**src/rtl/trdb_pkg.sv**
```systemverilog
// Shared types and constants for the trace debugger uDMA output buffer.
package trdb_pkg;

  typedef enum logic [1:0] {
    IDLE  = 2'd0,
    RUN   = 2'd1,
    OVF   = 2'd2,
    DRAIN = 2'd3
  } trdb_buf_state_t;

  localparam logic [31:0] TRDB_OVF_MARKER  = 32'hFFFF_FFFF;
  localparam int          TRDB_DROPCNT_LEN = 16;

endpackage

```
**src/rtl/trdb_fifo.sv**
```systemverilog
// First-word fall-through FIFO with wrap-bit pointers and a registered fill level.
module trdb_fifo #(
  parameter int WIDTH = 32,
  parameter int DEPTH = 16
) (
  input  logic                   clk_i,
  input  logic                   rst_ni,
  input  logic                   push,
  input  logic                   pop,
  input  logic [WIDTH-1:0]       wdata,
  output logic [WIDTH-1:0]       rdata,
  output logic                   full,
  output logic                   empty,
  output logic [$clog2(DEPTH):0] level
);

  localparam int          AW      = $clog2(DEPTH);
  localparam logic [AW:0] PTR_ONE = (AW+1)'(1);

  logic [AW:0]      wr_ptr_q, rd_ptr_q, level_q;
  logic [WIDTH-1:0] mem_q [DEPTH];
  logic             push_ok, pop_ok;

  assign empty   = (wr_ptr_q == rd_ptr_q);
  assign full    = (wr_ptr_q[AW-1:0] == rd_ptr_q[AW-1:0]) && (wr_ptr_q[AW] != rd_ptr_q[AW]);
  assign pop_ok  = pop && !empty;
  // a push into a full FIFO is only accepted when the head leaves in the same cycle
  assign push_ok = push && (!full || pop_ok);

  always_ff @(posedge clk_i or negedge rst_ni) begin
    if (!rst_ni) begin
      wr_ptr_q <= '0;
      rd_ptr_q <= '0;
      level_q  <= '0;
    end else begin
      if (push_ok) wr_ptr_q <= wr_ptr_q + PTR_ONE;
      if (pop_ok)  rd_ptr_q <= rd_ptr_q + PTR_ONE;
      case ({push_ok, pop_ok})
        2'b10:   level_q <= level_q + PTR_ONE;
        2'b01:   level_q <= level_q - PTR_ONE;
        default: level_q <= level_q;
      endcase
    end
  end

  always_ff @(posedge clk_i) begin
    if (push_ok) mem_q[wr_ptr_q[AW-1:0]] <= wdata;
  end

  assign rdata = empty ? '0 : mem_q[rd_ptr_q[AW-1:0]];
  assign level = level_q;

  a_no_pop_empty: assert property (@(posedge clk_i) disable iff (!rst_ni) !(pop && empty));
  a_no_push_full: assert property (@(posedge clk_i) disable iff (!rst_ni) !(push && full && !pop));

endmodule

```
**src/rtl/trdb_udma_buffer.sv**
```systemverilog
// Trace packet buffer towards the uDMA: absorbs a no-backpressure word stream,
// tracks drops, inserts an overflow marker on recovery and drains on flush.
module trdb_udma_buffer
  import trdb_pkg::*;
#(
  parameter int              XLEN       = 32,
  parameter int              DEPTH      = 16,
  parameter int              THRESHOLD  = 8,
  parameter logic [XLEN-1:0] OVF_MARKER = XLEN'(TRDB_OVF_MARKER)
) (
  input  logic                        clk_i,
  input  logic                        rst_ni,
  input  logic                        enable_i,
  input  logic                        flush_i,
  input  logic [XLEN-1:0]             word_i,
  input  logic                        word_valid_i,
  output logic [XLEN-1:0]             udma_data_o,
  output logic                        udma_valid_o,
  input  logic                        udma_ready_i,
  output logic [$clog2(DEPTH):0]      level_o,
  output logic                        overflow_o,
  input  logic                        clear_overflow_i,
  output logic [TRDB_DROPCNT_LEN-1:0] drop_cnt_o,
  output logic                        irq_o,
  output logic                        done_o
);

  localparam int LW = $clog2(DEPTH) + 1;
  typedef logic [LW:0] ext_t;
  localparam ext_t DEPTH_W = ext_t'(DEPTH);
  localparam ext_t THR_W   = ext_t'(THRESHOLD);
  localparam ext_t TWO_W   = ext_t'(2);

  trdb_buf_state_t             state_q, state_d;
  logic                        fifo_full, fifo_empty;
  logic                        pop, push, drop;
  logic [XLEN-1:0]             push_data;
  logic [LW-1:0]               level;
  ext_t                        free_slots, level_nxt;
  logic [TRDB_DROPCNT_LEN-1:0] drop_cnt_q;
  logic                        overflow_q, irq_q;

  function automatic logic [TRDB_DROPCNT_LEN-1:0] sat_inc(input logic [TRDB_DROPCNT_LEN-1:0] v);
    return (v == '1) ? v : v + TRDB_DROPCNT_LEN'(1);
  endfunction

  trdb_fifo #(
    .WIDTH (XLEN),
    .DEPTH (DEPTH)
  ) i_fifo (
    .clk_i  (clk_i),
    .rst_ni (rst_ni),
    .push   (push),
    .pop    (pop),
    .wdata  (push_data),
    .rdata  (udma_data_o),
    .full   (fifo_full),
    .empty  (fifo_empty),
    .level  (level)
  );

  assign udma_valid_o = !fifo_empty;
  assign pop          = udma_valid_o && udma_ready_i;
  // a pop in the same cycle frees a slot for the marker
  assign free_slots   = DEPTH_W - ext_t'(level) + ext_t'(pop);
  assign level_nxt    = ext_t'(level) + ext_t'(push) - ext_t'(pop);

  always_comb begin
    state_d   = state_q;
    push      = 1'b0;
    drop      = 1'b0;
    push_data = word_i;
    case (state_q)
      IDLE: begin
        if (enable_i && !flush_i) state_d = RUN;
      end
      RUN: begin
        if (word_valid_i) begin
          if (!fifo_full || pop) push = 1'b1;
          else                   drop = 1'b1;
        end
        if (flush_i)        state_d = DRAIN;
        else if (drop)      state_d = OVF;
        else if (!enable_i) state_d = IDLE;
      end
      OVF: begin
        drop = word_valid_i;
        if (flush_i)                  state_d = DRAIN;
        else if (!enable_i)           state_d = IDLE;
        else if (free_slots >= TWO_W) begin
          push      = 1'b1;
          push_data = OVF_MARKER;
          state_d   = RUN;
        end
      end
      DRAIN: begin
        if (fifo_empty) state_d = IDLE;
      end
      default: state_d = IDLE;
    endcase
  end

  always_ff @(posedge clk_i or negedge rst_ni) begin
    if (!rst_ni) begin
      state_q    <= IDLE;
      drop_cnt_q <= '0;
      overflow_q <= 1'b0;
      irq_q      <= 1'b0;
    end else begin
      state_q <= state_d;
      // a drop landing on the clear cycle survives as the first count of a new episode
      if (clear_overflow_i) begin
        drop_cnt_q <= TRDB_DROPCNT_LEN'(drop);
        overflow_q <= drop;
      end else if (drop) begin
        drop_cnt_q <= sat_inc(drop_cnt_q);
        overflow_q <= 1'b1;
      end
      irq_q <= (level_nxt >= THR_W) && (ext_t'(level) < THR_W);
    end
  end

  assign level_o    = level;
  assign overflow_o = overflow_q;
  assign drop_cnt_o = drop_cnt_q;
  assign irq_o      = irq_q;
  assign done_o     = (state_q == DRAIN) && fifo_empty;

endmodule
```
**config.mk**
```make
export PLATFORM = sky130hd
export DESIGN_NAME = trdb_udma_buffer
export DESIGN_NICKNAME = d
export VERILOG_FILES = /design/src/rtl/trdb_pkg.sv /design/src/rtl/trdb_fifo.sv /design/src/rtl/trdb_udma_buffer.sv
export SDC_FILE = /design/constraint.sdc
export NUM_CORES = 1
export LEC_CHECK = 0
export ABC_AREA = 1
export CAP_MARGIN = 5
export CELL_PAD_IN_SITES_DETAIL_PLACEMENT = 0
export CELL_PAD_IN_SITES_GLOBAL_PLACEMENT = 1
export CORE_UTILIZATION = 40
export CTS_CLUSTER_DIAMETER = 60
export DETAILED_ROUTE_END_ITERATION = 10
export GPL_ROUTABILITY_DRIVEN = 1
export GPL_TIMING_DRIVEN = 1
export PLACE_DENSITY = 0.64
export SETUP_SLACK_MARGIN = 0.15
export SYNTH_ARGS = -nofsm -noshare
export SYNTH_HDL_FRONTEND = slang
export SYNTH_HIERARCHICAL = 1
export SYNTH_SLANG_ARGS = --single-unit
```
**constraint.sdc**
```tcl
create_clock -name clk_i -period 5.7 [get_ports clk_i]
set_input_delay 1.425 -clock clk_i [delete_from_list [all_inputs] [get_ports clk_i]]
set_output_delay 1.425 -clock clk_i [all_outputs]
set_load 0.01 [all_outputs]
```
==> impl_results.md <==
- Yosys Warn Count: 6
- GR Overflow Total: 0
- Post-route ant nets: 0
- Max Freq: around 0.19 GHz
- Finished Cell Area: 26800 um2
- Final setup violation count: 0
- First-pass GRT wire length: 90500 um
- Top-count cell post-synth: edfxtp_1
- Synth-to-layout area growth: 16.5%
- Worst setup EP type: output port
- Chip height: about 240 um
- Crit path kind: reg2out
- Final setup TNS: 0 ns
- Fin nets: 2078
- Final Max Tran Viols: 0
- Total GRT Usage: about a fifth
- M1 GR Usage: about 28%
- CTS tree: yes
- Setup Buffers After CTS: 0
- CP arrival: 3.82 ns
- Clk_skew: 0.0123 ns
- Post-synth ARST share: under 10%
- FP Rows: 87
- Synth unique cells: 37
- Worst-Margin Slew: ~1.0 ns
- Hold crit path type: reg2reg
- Fill count: between 5k and 6k
- Top-area cell type share of the netlist area: 66.9%
- Final-report hold violation count: 0
- DRC viols: 0
- Vias: approximately 15k
- Post-DP Area: roughly 25000 um2
- Seq cells post-synth: roughly 550
- Max-cap violation count: 0
- Die Wd: 242 um
- Via density: about 5.3
- Final period utilization: 92.1%
- Cell accounting for the most synthesized area: edfxtp_1
- # IOs: between 90 and 100
- Root Buffer Master: clkbuf_16
- Leakage: just over 0.009 uW
- Synth Instances: 1927
- Post_cts resized: 0
- Minimum clock period: roughly 5.2 ns
- Starting Density: 40.6%
- Drt first pass iters: 5
- Wire per inst: ~21 um
- Peak supply drop: ~0.40 mV
- Outcome: finished, final reports clean
- Rel. slew slack: a little under a third
- CP delay by family, top: buffers and inverters
- Mapped Area: 23000 um2
- Hold_buf cts: 0
- Most used routing layer: met2
- Final Core Density: a little under half
- Largest net degree at the start of global routing: about 180
- Post-synth EDFFs: ~500
- CP Data Required Time: about 4.3 ns
- Final estimated routing congestion in global placement: approximately 0.79
- RSZ-0062 raised after global routing: false
- CP Buf/Inv Count: 4
- Register area share after synthesis: a little over two thirds
- Slowest stage cell, crit path: clkdlybuf4s50_1
- Layout cells sized above 1: about 8.6%
- Avg Cell Area, Syn: 11.9 um2
- P per Cell Area: roughly 490 nW/um2
- Htree depth: 2
- Vias in the first global route: 14.6k
- Startpoint Class: flip-flop
- Clk sinks: between 500 and 600
- N_diodes: 0
- Met3 GRT Util: between 2 and 3%
- M2 GR Usage: approximately a third
- DR iter-0 viols: approximately 1.3k
- CP max FO: between 60 and 70
- TritonCTS buffer count: 59
- Net Count, Synth: 1994
- Initial antenna violation count: 0
- Max Root-Sink Buffers: 3
- Top post-synthesis cells by area: edfxtp_1 67%, nor2_1 5.7%, o21ai_0 5.4%
- Commonest cells in the netlist: 512 x edfxtp_1, 351 x nor2_1, 246 x o21ai_0
- Hpwl dp: approximately 32000 um
- Die footprint: 58400 um2
- Clk Latency, worst-skew pair: slightly above 0.6 ns
- Final hold slack: 0.491 ns
- CP Cell Sequence: inv_6, nand2_1, nand2_2, nor2_4, nand3_2, inv_2, buf_4, a31oi_1, clkdlybuf4s50_1
- Core Box Area: 56600 um2
- Slowest cell delay on critical path: 0.64 ns
- Worst-path clk slew: around 0.06 ns
- Ys flop type: edfxtp_1
- Final WL: between 50000 and 60000 um
- # port buffers: 95
kinds of logic (layout without fill, tap and decap cells):
kind of cell | Yosys count | in the layout | synth area share, %
and+or+nand+nor | 676 | 676 | 12.0
AOI/OAI and AO/OA | 452 | 452 | 11.2
DFF | 547 | 547 | 70.7
xor gates and xnor gates | 17 | 17 | 0.648
buffers and inverters | 207 | 340 | 3.81
adders and majority gates | 28 | 28 | 1.59
through the flow:
stage | power (uW) | cells | setup slack, ns
global route | 14000 | 2816 | 0.223
detailed placement | 9750 | 2706 | 0.877
CTS | 13400 | 2816 | 0.433
floorplan | 7880 | 1927 | 1.02
global placement | 9720 | 2706 | 0.963
finish | 13200 | 2816 | 0.452
registers in the layout, indices dropped and copies added (netlist names):
register         cells
i_fifo/mem_q       512
drop_cnt_o          16
i_fifo/level         5
i_fifo/rd_ptr_q      5
i_fifo/wr_ptr_q      5
state_q              2
irq_o                1
overflow_o           1
cells in the final DEF, fill, tap and decap left out, types with 3 or more instances in the layout:
master           instances
a21oi_1                 15
buf_12                  12
o21ai_2                  6
dfrtp_1                 32
o211ai_1                57
clkinv_4                 3
nand2_1                227
nor2_1                 335
o21ai_0                246
nand2_2                  9
a31oi_1                 25
buf_4                   24
nand3_1                 62
nand4_1                 10
edfxtp_1               512
inv_6                    4
xnor2_1                  3
clkdlybuf4s50_1         94
nand2_4                  3
nor2_4                  20
clkbuf_16               60
clkinv_2                10
inv_1                   90
ha_1                    26
xor2_1                  14
inv_2                    6
clkinv_1                19
o22ai_1                 71
clkbuf_1                10
o21ai_1                 24
o221ai_1                 7
nand3_2                  3
power breakdown:
group	total, uW	leakage (uW)	switching [uW]	internal, uW
clock	3580	0.000881	1560	2010
sequential	4820	0.00505	168	4650
combinational	4820	0.00318	3130	1690
final timing paths:
kind | startpoint | end | slack, ns | cells after the start
min in group asynchronous | rst_ni | irq_o$_DFF_PN0_ | 0.91 | 1
worst max-delay path | i_fifo/rd_ptr_q[0]$_DFFE_PN0N_ | udma_data_o[1] | 0.45 | 9
worst max register to register | i_fifo/rd_ptr_q[0]$_DFFE_PN0N_ | i_fifo/mem_q[10][12]$_DFFE_PP_ | 0.88 | 24
max in group asynchronous | rst_ni | i_fifo/rd_ptr_q[0]$_DFFE_PN0N_ | 4.16 | 1
worst min register to register | overflow_o$_DFFE_PN0P_ | overflow_o$_DFFE_PN0P_ | 0.49 | 2
worst min-delay path | overflow_o$_DFFE_PN0P_ | overflow_o$_DFFE_PN0P_ | 0.49 | 2
per-layer routing:
metal	part of all wire, %	routed length (um)
met5	0	0
met3	4.2	2490
met4	2.0	1220
met1	46	27300
met2	48	28500
tightest hold or removal path, stage by stage (launching register included):
cell and delay [ns]:
dfrtp_1 0.34, nand2_1 0.06, nand2_1 0.06
layout make-up:
type                    instances  area (um2)  area share [%]
flip-flops and latches        547       16300            60.8
multi-input cells            1173        5980            22.4
clock buffers                  70        1540            5.75
repair buffers                132        1390            5.21
well taps                     756         946            3.53
inverters                      98         375            1.40
clock inverters                40         265           0.991
No activity file was read; power rests on OpenSTA's default activity.
